`src/rtl/stomp_detector.sv`:
```
// stomp_detector: per-frame judge of one character landing on the other's head.
// STOMP_COOLDOWN_EN selects per-victim cooldown counters; without it each direction fires once per rising condition.
module stomp_detector #(
  parameter int POS_W           = 10,
  parameter int CHAR_W          = 16,
  parameter int CHAR_H          = 16,
  parameter int HEAD_BAND       = 4,
  parameter int COOLDOWN_FRAMES = 60
) (
  input  logic             frame_clk,
  input  logic             Reset,
  input  logic             game_active,
  input  logic [POS_W-1:0] c1_x,
  input  logic [POS_W-1:0] c1_y,
  input  logic [POS_W-1:0] c2_x,
  input  logic [POS_W-1:0] c2_y,
  output logic             character1_stepped,
  output logic             character2_stepped,
  output logic             c1_invuln,
  output logic             c2_invuln
);
  localparam int W = POS_W + 1;
  if (COOLDOWN_FRAMES < 1) begin : g_bad_cooldown
    $error("COOLDOWN_FRAMES must be at least 1");
  end
  logic [POS_W-1:0] c1_y_prev, c2_y_prev;
  logic prev_valid;
  logic [W-1:0] x1, y1, x2, y2, dx, feet1, feet2;
  logic fall1, fall2, hit12, hit21, fire1, fire2;
  assign x1 = W'(c1_x);
  assign y1 = W'(c1_y);
  assign x2 = W'(c2_x);
  assign y2 = W'(c2_y);
  assign dx = x1 > x2 ? x1 - x2 : x2 - x1;
  assign feet1 = y1 + W'(CHAR_H);
  assign feet2 = y2 + W'(CHAR_H);
  assign fall1 = prev_valid && (c1_y > c1_y_prev);
  assign fall2 = prev_valid && (c2_y > c2_y_prev);
  assign hit12 = fall1 && (dx < W'(CHAR_W)) && (y2 <= feet1) && (feet1 <= y2 + W'(HEAD_BAND));
  assign hit21 = fall2 && (dx < W'(CHAR_W)) && (y1 <= feet2) && (feet2 <= y1 + W'(HEAD_BAND));
`ifdef STOMP_COOLDOWN_EN
  localparam int CW = $clog2(COOLDOWN_FRAMES + 1);
  logic [CW-1:0] cnt1, cnt2;
  assign fire1 = hit12 && !hit21 && (cnt2 == '0);
  assign fire2 = hit21 && !hit12 && (cnt1 == '0);
  always_ff @(posedge frame_clk or posedge Reset) begin
    if (Reset) begin
      cnt1 <= '0;
      cnt2 <= '0;
    end else if (!game_active) begin
      cnt1 <= '0;
      cnt2 <= '0;
    end else begin
      cnt1 <= fire2 ? CW'(COOLDOWN_FRAMES) : (cnt1 != '0 ? cnt1 - 1'b1 : cnt1);
      cnt2 <= fire1 ? CW'(COOLDOWN_FRAMES) : (cnt2 != '0 ? cnt2 - 1'b1 : cnt2);
    end
  end
  assign c1_invuln = cnt1 != '0;
  assign c2_invuln = cnt2 != '0;
`else
  logic hit12_q, hit21_q;
  assign fire1 = hit12 && !hit21 && !hit12_q;
  assign fire2 = hit21 && !hit12 && !hit21_q;
  always_ff @(posedge frame_clk or posedge Reset) begin
    if (Reset) begin
      hit12_q <= 1'b0;
      hit21_q <= 1'b0;
    end else begin
      hit12_q <= game_active && hit12;
      hit21_q <= game_active && hit21;
    end
  end
  assign c1_invuln = 1'b0;
  assign c2_invuln = 1'b0;
`endif
  always_ff @(posedge frame_clk or posedge Reset) begin
    if (Reset) begin
      c1_y_prev          <= '0;
      c2_y_prev          <= '0;
      prev_valid         <= 1'b0;
      character1_stepped <= 1'b0;
      character2_stepped <= 1'b0;
    end else begin
      c1_y_prev          <= c1_y;
      c2_y_prev          <= c2_y;
      prev_valid         <= game_active;
      character1_stepped <= game_active && fire1;
      character2_stepped <= game_active && fire2;
    end
  end
endmodule

```
`config.mk`:
```
export PLATFORM = sky130hd
export DESIGN_NAME = stomp_detector
export DESIGN_NICKNAME = d
export VERILOG_FILES = /design/src/rtl/stomp_detector.sv
export SDC_FILE = /design/constraint.sdc
export NUM_CORES = 1
export LEC_CHECK = 0
export CORE_UTILIZATION = 56
export CTS_BUF_LIST = sky130_fd_sc_hd__clkbuf_4 sky130_fd_sc_hd__clkbuf_8 sky130_fd_sc_hd__clkbuf_16
export CTS_CLUSTER_SIZE = 28
export DETAILED_ROUTE_END_ITERATION = 16
export PLACE_DENSITY = 0.92
export SYNTH_ARGS = -nofsm -noshare
export SYNTH_HDL_FRONTEND = slang
export SYNTH_SLANG_ARGS = --single-unit
export TNS_END_PERCENT = 10
```
`constraint.sdc`:
```
create_clock -name frame_clk -period 2.1 [get_ports frame_clk]
set_input_delay 0.315 -clock frame_clk [delete_from_list [all_inputs] [get_ports frame_clk]]
set_output_delay 0.315 -clock frame_clk [all_outputs]
set_load 0.05 [all_outputs]
```
==> results of run 1 <==
-- metal layers --
metal  GRT overflow  GRT usage (%)
met5              0           10.9
met4              7           80.5
met3              0           53.2
met2              7           92.1
met1              0           71.1
-- synth_stat cells, drive strengths merged, types with 5 or more instances --
cell type / instances
xor2: 15
buf: 7
inv: 69
nor3: 5
nand3: 9
ha: 80
nor2: 26
o21ai: 21
a211oi: 6
dfrtp: 25
nand4: 9
a21oi: 27
nand2b: 5
xnor2: 9
a2111oi: 6
nand2: 29
-- cells by family after synthesis --
group / after synthesis / share of synthesized area (%)
AND/OR/NAND/NOR: 104 / 16.3
AO/OA/AOI/OAI: 89 / 18.2
adder cells (fa/ha/maj): 80 / 30.0
buffers and inverters: 76 / 9.71
flip-flops: 25 / 18.8
XOR/XNOR: 24 / 6.30
multiplexers: 2 / 0.638
other: 1 / 0.112
-- through the flow --
stage,setup WS [ns],std cells
2_1_floorplan,-0.211,402
3_3_place_gp,-0.894,603
3_5_place_dp,-1.50,603
4_1_cts,-0.236,621
-- repair_timing --
item | in CTS
gates cloned | 0
endpoints found under the setup margin | 4
pin swaps | 54
resized for setup | 182
buffers inserted | 14
endpoints found under the hold margin | 0
==> flow_summary.yaml, run 1 <==
cts:
  numClockSinks: 25
  ctsLongestPathBuffers: 2
  cts-hold-fix-buffers: 0
  h-tree-depth: 1
  cts_made_buffers: 3
  cts-root-buf: "clkbuf_8"
placement:
  numPortBuffers: 44
  gp_congestion: 1.01
  post-dp-hpwl_um: 8870
  placed_cell_area_um2: 4510
die:
  die-height_um: 79.2
  initial_core_util_pct: 59.5
  dieWidth_um: 79.2
  num_rows: 27
  ioPinCount: 47
global_routing:
  grt_max_degree: 26
  overflow: 14
  grt_use_total_pct: 72.9
synth:
  synth_ff_type: "dfrtp_1"
  netlist.area_leader.share_pct: 30.0
  synth_seq_area_share_pct: 18.8
  syn-cell-area_um2: 3340
  synth_cell_type_count: 55
  ys_seq_elements: 25
  synth_edf_count: 0
  yosys_warnings: 0
  synth-async-reset-ratio_pct: 100
  syn_inst: 401
  yosys.area.top_type: "ha_1"
  avgSynthCellArea_um2: 8.32
  synth.top_cells.by_area: "ha_1 30%, dfrtp_1 19%, inv_1 7.8%"
timing:
  worst_endpoint_kind: "register data pin"
  worst_endpoint: "character1_stepped$_DFF_PP0_/D"
run_status:
  error: "[ERROR GRT-0232] Routing congestion too high. Check the congestion heatmap in the GUI."
  stop_stage: "global routing (5_1_grt)"
  status: "stopped before the end"
==> inputs of run 2 (changes only) <==
==> config.mk (replaced) <==
export PLATFORM = sky130hd
export DESIGN_NAME = stomp_detector
export DESIGN_NICKNAME = d
export VERILOG_FILES = /design/src/rtl/stomp_detector.sv
export SDC_FILE = /design/constraint.sdc
export NUM_CORES = 1
export LEC_CHECK = 0
export CORE_UTILIZATION = 40
export DETAILED_ROUTE_END_ITERATION = 16
export PLACE_DENSITY_LB_ADDON = 0.15
export SYNTH_ARGS = -nofsm -noshare
export SYNTH_HDL_FRONTEND = slang
export SYNTH_SLANG_ARGS = --single-unit
export TNS_END_PERCENT = 10
==> run 2 against run 1 <==
  * The flow now finishes, with violations (negative setup slack)
  * Synthesized area is the same
  * Synthesized cell count is the same
==> flow_summary.yaml, run 2 <==
job:
  cap_violations: 0
drt:
  wl_per_cell_um: 15.6
  drt_wl_total_um: 10200
  drt_iter0_markers: 129
  routed_via_density: 5.24
  antenna_left: 0
  dr.pass1.iters: 4
  drc: 0
  vias: 3416
timing:
  skew_ns: 0.00334
  worst_pin_slew_ns: 0.513
  grt_setup_unrepaired: "true"
  slew_violations: 0
  hold_violations: 0
  whs_ns: 0.218
  finalSetupViolCount: 4
  min_period_ns: 2.34
  maxSlewHeadroom_pct: 64.9
  setup_ws_ns: -0.241
  max_freq_mhz: 427
  finalCritPeriodShare_pct: 111
critical_path:
  critPathArrivalTime_ns: 2.54
  path_class: "in -> reg"
  endpoint_kind: "flip-flop"
  required_ns: 2.30
  cp_max_fo: 3
  cp-start-kind: "input pin"
pwr:
  power_density_nw_per_um2: 371
  power_switching_uw: 761
  ir_drop_mv: 0.227
  p_int_mw: 1.20
  pwr-share-comb_pct: 58.0
  power_frac_clock_pct: 16.2
  sequentialPowerShare_pct: 25.8
  p_sw_share_pct: 38.7
  leakagePower_nw: 2.55
  p_total_mw: 1.96
global_routing:
  grt_pass1_vias: 3492
  grt_use_total_pct: 24.3
  overflow: 0
  antenna_found_initial: 0
  grt_pass1_wl_um: 16400
  grt_max_degree: 26
finish:
  mostFrequentLayoutCell: "buf_4"
  fin_nets: 674
  layout_common_cells: "99 x buf_4, 59 x inv_1, 59 x ha_1, 28 x dlygate4sd2_1, 25 x dfrtp_1"
  final_area_um2: 5290
  drive_above_1_share_pct: 40.4
  area_growth_pct: 58.7
  top_regs: "c1_y_prev: 10 flops, c2_y_prev: 10 flops"
  diodes: 0
synth:
  synth_edf_count: 0
  synth_common_cells: "80 x ha_1, 69 x inv_1, 29 x nand2_1"
  synth-async-reset-ratio_pct: 100
  syn_inst: 401
  synth.top_cells.by_area: "ha_1 30%, dfrtp_1 19%, inv_1 7.8%"
  yosys_warnings: 0
  netlist.area_leader.share_pct: 30.0
  synth_seq_area_share_pct: 18.8
  synth_cell_type_count: 55
  syn-cell-area_um2: 3340
  avgSynthCellArea_um2: 8.32
  synth_ff_type: "dfrtp_1"
  yosys.area.top_type: "ha_1"
  yosysMostFrequentCell: "ha_1"
  ys_seq_elements: 25
placement:
  numPortBuffers: 44
  post-dp-hpwl_um: 7590
  placed_cell_area_um2: 4580
  gp_congestion: 0.933
die:
  dieWidth_um: 93.3
  die-height_um: 93.3
  initial_core_util_pct: 42.3
  num_rows: 32
  core_area_um2: 7890
  ioPinCount: 47
  dieArea_um2: 8710
cts:
  clk_latency_ns: 0.29
  cts-root-buf: "clkbuf_8"
  cts_made_buffers: 3
  cts_tree: "done"
  cts-hold-fix-buffers: 0
  h-tree-depth: 1
  clkTransAtPathRegs_ns: 0.10
  numClockSinks: 25
  ctsLongestPathBuffers: 2
hold_path:
  hp-class: "in -> reg"
run_status:
  status: "finished, violations left"
  failed_checks: "negative setup slack"
## run 2: cell counts after synthesis
No cell type changed its count.
## run 2: power by group through the flow
stage	Sequential [mW]	Clock (mW)	Combinational, mW
detailed placement	0.516	0	0.906
finish	0.507	0.318	1.14
global placement	0.516	0	0.890
global route	0.508	0.342	1.24
floorplan	0.515	0	0.486
CTS	0.507	0.325	1.05
## run 2: cell families after synthesis
logic type               Yosys count  share of synthesized area (%)
multiplexers                       2                          0.638
buffers and inverters             76                           9.71
AO/OA/AOI/OAI                     89                           18.2
AND/OR/NAND/NOR                  104                           16.3
other                              1                          0.112
flip-flops                        25                           18.8
adder cells (fa/ha/maj)           80                           30.0
XOR/XNOR                          24                           6.30
## run 2: path summary, 6_finish.rpt
path                         startpoint  cells past startpoint                  to  slack, ns
max                             c2_y[5]                     12  character2_stepped      -0.24
min                             c2_y[6]                      1        c2_y_prev[6]       0.22
max reg2reg                c1_y_prev[3]                      9  character1_stepped       0.04
min reg2reg                     hit12_q                      1  character1_stepped       0.48
max in group asynchronous         Reset                      3        c1_y_prev[7]       1.46
min in group asynchronous         Reset                      3        c2_y_prev[5]       0.37
## run 2: routing by layer
layer	routed length, um	track usage [%]	vias to the layer above
met3	484	3.74	26
met4	226	6.03	0
li1	-	-	1684
met1	4540	31.3	1616
met2	4940	42.1	90
met5	0	0	-
## run 2: repair_timing
action | CTS | global route
buffers inserted | 9 | 2
resized for setup | 171 | 38
pin swaps | 48 | 23
setup endpoints to repair | 4 | 4
## run 2: through the flow
step                      worst slack (ns)  TNS (ns)  std cells  utilization (%)
after floorplan                     -0.211    -0.545        402                -
after global placement              -0.946     -3.59        637             58.1
after detailed placement             -1.20     -4.22        637             58.1
after CTS                           -0.190    -0.595        650             64.9
after global routing                -0.309     -1.04        652             67.1
final                               -0.241    -0.668        652             67.1
## run 2: area by class of cell
cell class | instances | area (um2)
multi-input combinational | 301 | 3020
sequential | 25 | 626
fill | 638 | 2590
clock inverter | 1 | 7.51
tap | 102 | 128
timing repair buffer | 151 | 1220
clock buffer | 3 | 41.3
inverter | 69 | 259
## run 2: critical path, stage by stage
cell and delay, ns:
buf_4 0.13, ha_4 0.16, and3_4 0.19, buf_6 0.11
and3_4 0.20, ha_4 0.24, a211o_1 0.26, a21oi_2 0.11
o2111ai_1 0.12, o211ai_1 0.21, o311ai_4 0.19, nor4bb_2 0.30
(Power assumes the default switching activity.)
